### src/rtl/cnt_ld_ctrl.sv
// Sequencing controller for a loadable up-counter: turns it into a one-shot or
// auto-reload interval timer with a terminal-count tick and a period counter.
module cnt_ld_ctrl #(
    parameter int unsigned n        = 4,
    parameter int unsigned PERIOD_W = 8
) (
    input  logic                Clk,
    input  logic                resetn,
    input  logic                start,
    input  logic                stop,
    input  logic                mode,
    input  logic [n-1:0]        start_val,
    input  logic [n-1:0]        end_val,
    input  logic [n-1:0]        q_in,
    output logic                en_o,
    output logic                ld_o,
    output logic [n-1:0]        d_o,
    output logic                busy,
    output logic                tick,
    output logic                done,
    output logic [PERIOD_W-1:0] periods
);

    localparam logic [1:0] S_IDLE = 2'd0;
    localparam logic [1:0] S_LOAD = 2'd1;
    localparam logic [1:0] S_RUN  = 2'd2;

    logic [1:0]          state_q, state_d;
    logic [n-1:0]        sv_q, sv_d;
    logic [n-1:0]        ev_q, ev_d;
    logic                mode_q, mode_d;
    logic [PERIOD_W-1:0] per_q, per_d;
    logic                match;

    assign match   = (q_in == ev_q);
    assign busy    = (state_q != S_IDLE);
    assign d_o     = sv_q;
    assign periods = per_q;

    // State and latched configuration registers
    always_ff @(posedge Clk or negedge resetn) begin
        if (!resetn) begin
            state_q <= S_IDLE;
            sv_q    <= '0;
            ev_q    <= '0;
            mode_q  <= 1'b0;
            per_q   <= '0;
        end else begin
            state_q <= state_d;
            sv_q    <= sv_d;
            ev_q    <= ev_d;
            mode_q  <= mode_d;
            per_q   <= per_d;
        end
    end

    // Next-state and counter control; stop overrides every control output
    always_comb begin
        state_d = state_q;
        sv_d    = sv_q;
        ev_d    = ev_q;
        mode_d  = mode_q;
        per_d   = per_q;
        en_o    = 1'b0;
        ld_o    = 1'b0;
        tick    = 1'b0;
        done    = 1'b0;
        case (state_q)
            S_IDLE: begin
                if (start && !stop) begin
                    sv_d    = start_val;
                    ev_d    = end_val;
                    mode_d  = mode;
                    per_d   = '0;
                    state_d = S_LOAD;
                end
            end
            S_LOAD: begin
                if (stop) begin
                    state_d = S_IDLE;
                end else begin
                    ld_o    = 1'b1;
                    state_d = S_RUN;
                end
            end
            S_RUN: begin
                if (stop) begin
                    state_d = S_IDLE;
                end else if (match) begin
                    tick    = 1'b1;
                    done    = !mode_q;
                    per_d   = PERIOD_W'(per_q + 1'b1);
                    state_d = mode_q ? S_LOAD : S_IDLE;
                end else begin
                    en_o = 1'b1;
                end
            end
            default: state_d = S_IDLE;
        endcase
    end

endmodule

### config.mk
export PLATFORM = sky130hd
export DESIGN_NAME = cnt_ld_ctrl
export DESIGN_NICKNAME = d
export VERILOG_FILES = /design/src/rtl/cnt_ld_ctrl.sv
export SDC_FILE = /design/constraint.sdc
export NUM_CORES = 1
export LEC_CHECK = 0
export BUFFER_PORTS_ARGS = -buffer_cell sky130_fd_sc_hd__buf_2
export CORE_UTILIZATION = 24
export CTS_CLUSTER_SIZE = 40
export DETAILED_ROUTE_END_ITERATION = 10
export HOLD_SLACK_MARGIN = 0.08
export PLACE_DENSITY = 0.46
export SKIP_CTS_REPAIR_TIMING = 1
export SYNTH_ARGS = -nofsm -noshare
export SYNTH_HDL_FRONTEND = slang
export SYNTH_SLANG_ARGS = --single-unit
### constraint.sdc
create_clock -name Clk -period 2.05 [get_ports Clk]
set_clock_uncertainty 0.05 [all_clocks]
set_input_delay 0.41 -clock Clk [delete_from_list [all_inputs] [get_ports Clk]]
set_output_delay 0.41 -clock Clk [all_outputs]
set_load 0.005 [all_outputs]
# After elaboration in Yosys (flattened, before gate mapping)

Index checks and enable logic that the tools add are counted.
W data, S select, Z words.

Add/sub/neg operators: 1
Equality and inequality tests: 7
Mux-type cells: 21
Reduce and logical (&&, ||, !) cells: 9

Operators with widths:

| cell                  | count |
|---|---|
| $mux W8               | 3 |
| $pmux W8 S2           | 1 |
| $mux W1               | 12 |
| $add A8 B1 Y8 const B | 1 |
| $mux W2               | 4 |
| $ne A2 B2 Y1 const B  | 3 |
| $pmux W2 S3           | 1 |
| $eq A4 B4 Y1          | 1 |
| $reduce_and A2 Y1     | 2 |
| $reduce_and A4 Y1     | 1 |
| $reduce_bool A2 Y1    | 2 |
| $ne A3 B3 Y1 const B  | 1 |
| $eq A2 B1 Y1 const B  | 1 |
| $eq A2 B2 Y1 const B  | 1 |
| $logic_not A1 Y1      | 2 |
| $logic_not A2 Y1      | 1 |
| $logic_and A1 B1 Y1   | 1 |

Register bits after elaboration: 19
Bits of input ports: 17
Output and inout bits: 17
Word-level logic and storage cells: 43

# Depth between registers and ports, before layout

Word-level depth: 4
Mapped depth: 6
Depth with buffers taken out: 5

# Worst setup path after synthesis

Ideal clock, no wire load.

Path kind: input to register
Start point: in stop
End point: reg per_q[7] (netlist: periods[7])
Setup time: 79 ps
Arrival: 1518 ps
Required time: 1921 ps
Setup slack: 403 ps
Stages: 4
Path buffers: 1
Path through: buf_6 > or4_4 > nor4_2 > mux2i_1

Longest elaborated chain between the ends: 4
Elaborated cells between the ends (all ways): 5
Those cells by class: eq/ne (2); reduce/logical (3)

RTL lines:

| what                          | line | source |
|---|---|---|
| start: declaration            | 10   | `input logic stop,` |
| $logic_not A1 Y1              | 70   | `if (start && !stop) begin` |
| $logic_and A1 B1 Y1           | 70   |  |
| $ne A2 B2 Y1 (no line)        | -    |  |
| $reduce_and A4 Y1 (no line) * | -    |  |
| end signal: assignment        | 53   | `per_q <= per_d;` |
| end: declaration              | 32   | `logic [PERIOD_W-1:0] per_q, per_d;` |

Mark *: on every way between the ends. The rest lies on a longest branch, timed or not.
A chain may end at the register's enable or synchronous reset.

# Final worst setup path

Start point: reg ev_q[2]
End point: out en_o

Longest elaborated chain between the ends: 4

RTL lines:

| what                     | line | source |
|---|---|---|
| start: declaration       | 30   | `logic [n-1:0] ev_q, ev_d;` |
| start signal: assignment | 51   | `ev_q <= ev_d;` |
| $eq A4 B4 Y1             | 35   | `assign match = (q_in == ev_q);` |
| $mux W1                  | 89   | `end else if (match) begin` |
| $mux W1                  | 87   | `if (stop) begin` |
| $mux W1                  | 68   | `case (state_q)` |
| end: declaration         | 15   | `output logic en_o,` |

No other way between the ends.

==> results.md <==
- Status: complete, no violations
- Final ANT Viol Nets: 0
- Mapped Area: 973 um2
- Worst VDD drop: 290 uV
- Delay-heaviest family, CP: simple AND/OR/NAND/NOR gates
- Synth top area cells: dfrtp_1, nand2_1, mux2i_1
- CP Buf/Inv Count: 1
- Max incr delay on CP: 0.42 ns
- Drt pass-1 iters: 4
- Syn Nets: 123
- Crit-path max FO: 6
- Period utilisation layout: 94.9%
- First-pass GRT wire length: 3.73 mm
- Vias: 876
- Final GP Congestion: 0.740
- Cell taking the most area after synthesis: dfrtp_1
- Clock transition at path regs: 0.08 ns
- Worst min path class: in2reg
- Rows: 22
- Initial antenna violation count: 0
- Buffers on Ports: 33
- Clk buf depth: 2
- Minimum clock period: 1.95 ns
- Hold Vio Cnt, Final: 0
- Post-DP Area: 1210 um2
- Ant. Diodes: 0
- Area Growth Syn to Fin: 35.6%
- Drt wl/cell: 12.0 um
- Fraction of registers with async set/reset: 100%
- Total global-route track usage: 11.7%
- CTS Buf Count: 3
- Die area: 4310 um2
- Sequential-to-total area share from yosys stat: 48.8%
- Starting Density: 25.8%
- Grt ovf: 0
- Vias in the first global route: 774
- Initial DRC count: 39
- Count of unique library cells instantiated by Yosys: 31
- Dpl hpwl: 1.65 mm
- Required time worst endpoint: 1.59 ns
- Top FF cell, synth: dfrtp_1
- Nets: 164
- CP cell instances: xnor2_2, and4_1, nor3_2, buf_2
- Leakage: 0.688 nW
- Crit. End Element: primary output
- Die W: 65.7 um
- Design Area, Final: 1320 um2
- Via density: 4.54
- Post-synth top area share: 48.8%
- Share of layout cells above drive strength 1: 40.0%
- H-tree levels: 1
- Clock sinks: 19
- Ports: 34
- Root buffer cell: clkbuf_8
- Max Slew Vio Count: 0
- Post-synth EDFFs: 0
- Relative slew slack: 69.3%
- Layout Utilization: 35.0%
- MaxCap Viol Count: 0
- Cell with the most instances after synthesis: nand2_1
- Final setup fails: 0
- Startpoint types: register
- Ys Warns: 0
- Residual DRC count: 0
- Final wirelength: 2.32 mm
- CTS tree: yes
- Clk_lat worst skew: 0.26 ns
- Worst-margin pin slew: 0.460 ns
- Pwr dens: 750 nW/um2
- Mean post-synth cell area: 9.27 um2
- Min setup slack post-route: 0.105 ns
- RSZ-0062 raised after global routing: false
- Seq cells post-synth: 19
- Post-Syn Instances: 105
- Type of the worst setup path: reg2out
- Crit path max-delay cell type: dfrtp_1
- Commonest cells in the netlist: nand2_1, dfrtp_1, mux2i_1, nor3_1, xnor2_1
- Largest net degree at the start of global routing: 20
- Setup WS pre-CTS: 0.149 ns
- Total core area: 3770 um2
- Fmax: 514 MHz
- Crit path DAT: 1.49 ns
- Die Y: 65.7 um
-- layout by cell type, fill, tap and decap left out, drive strengths merged --
cell type and n:
ha 1, clkbuf 3, a21oi 1, nor4 3
nand4 2, or4 2, dlygate4sd3 1, a22o 1
or4b 1, nor3 4, and3 2, buf 39
o211ai 1, clkinv 1, mux2 1, nand2b 1
dfrtp 19, nand2 36, mux2i 4, nand3 3
or2 6, nor3b 1, and4 1, nor2 4
nor4b 1, o21ai 2, xnor2 4
-- final cells by class --
class                   count  area [um2]
clock inverters             1        5.00
repair buffers             40         220
flip-flops and latches     19         475
clock buffers               3        41.3
fillers                   400        2450
multi-input cells          82         518
well taps                  48        60.1
-- registers in the layout, summed over array words and instances (netlist names) --
| register | count |
|---|---|
| periods | 8 |
| d_o | 4 |
| ev_q | 4 |
| state_q | 2 |
| mode_q | 1 |
-- final timing paths --
kind / startpoint / to / slack, ns / cells past startpoint
worst max register to register: ev_q[2]$_DFFE_PN0P_ / periods[3]$_DFFE_PN0P_ / 0.31 / 5
worst max-delay path: ev_q[2]$_DFFE_PN0P_ / en_o / 0.10 / 4
max in group asynchronous: resetn / d_o[0]$_DFFE_PN0P_ / 1.06 / 2
worst min-delay path: start_val[3] / d_o[3]$_DFFE_PN0P_ / 0.28 / 3
worst min register to register: d_o[3]$_DFFE_PN0P_ / d_o[3]$_DFFE_PN0P_ / 0.42 / 2
min in group asynchronous: resetn / periods[2]$_DFFE_PN0P_ / 0.57 / 2
-- worst register-to-register path, stage by stage, from the launching register on --
cell and delay [ns]:
dfrtp_1 0.42, xnor2_2 0.20, nand4_1 0.23, buf_4 0.23, or4_1 0.49, nand2_1 0.07
-- routing by layer --
layer  track usage [%]  vias to the layer above  wire [um]
met2              16.7                       30       1070
met4              4.89                        0         42
met5                 0                        -          0
met1              16.3                      401       1090
met3              2.95                        5        123
li1                  -                      440          -
-- per-stage QoR --
step           hold WS [ns]  power (W)  cells  setup TNS (ns)
3_3_place_gp          0.338   0.000690    187               0
3_5_place_dp          0.342   0.000696    187               0
6_report              0.279   0.000990    193               0
2_1_floorplan        0.0644   0.000597    105               0
4_1_cts              0.0519   0.000972    191         -0.0390
5_1_grt               0.276    0.00106    193               0
-- power by group --
group / switching [W] / internal [W]
registers: 0.0000515 / 0.000428
logic: 0.000116 / 0.000119
clock network: 0.000141 / 0.000136
-- cell families (layout without fill, tap and decap cells) --
family / Yosys count / count (layout) / synth area share [%]
AND/OR/NAND/NOR: 67 / 67 / 35.1
flip-flops: 19 / 19 / 48.8
AO/OA/AOI/OAI: 5 / 5 / 3.21
multiplexers: 5 / 5 / 5.27
XOR/XNOR: 4 / 4 / 3.60
buffers and inverters: 4 / 44 / 2.70
adder cells (fa/ha/maj): 1 / 1 / 1.29
Note: power is estimated with default switching activity, not from simulation.
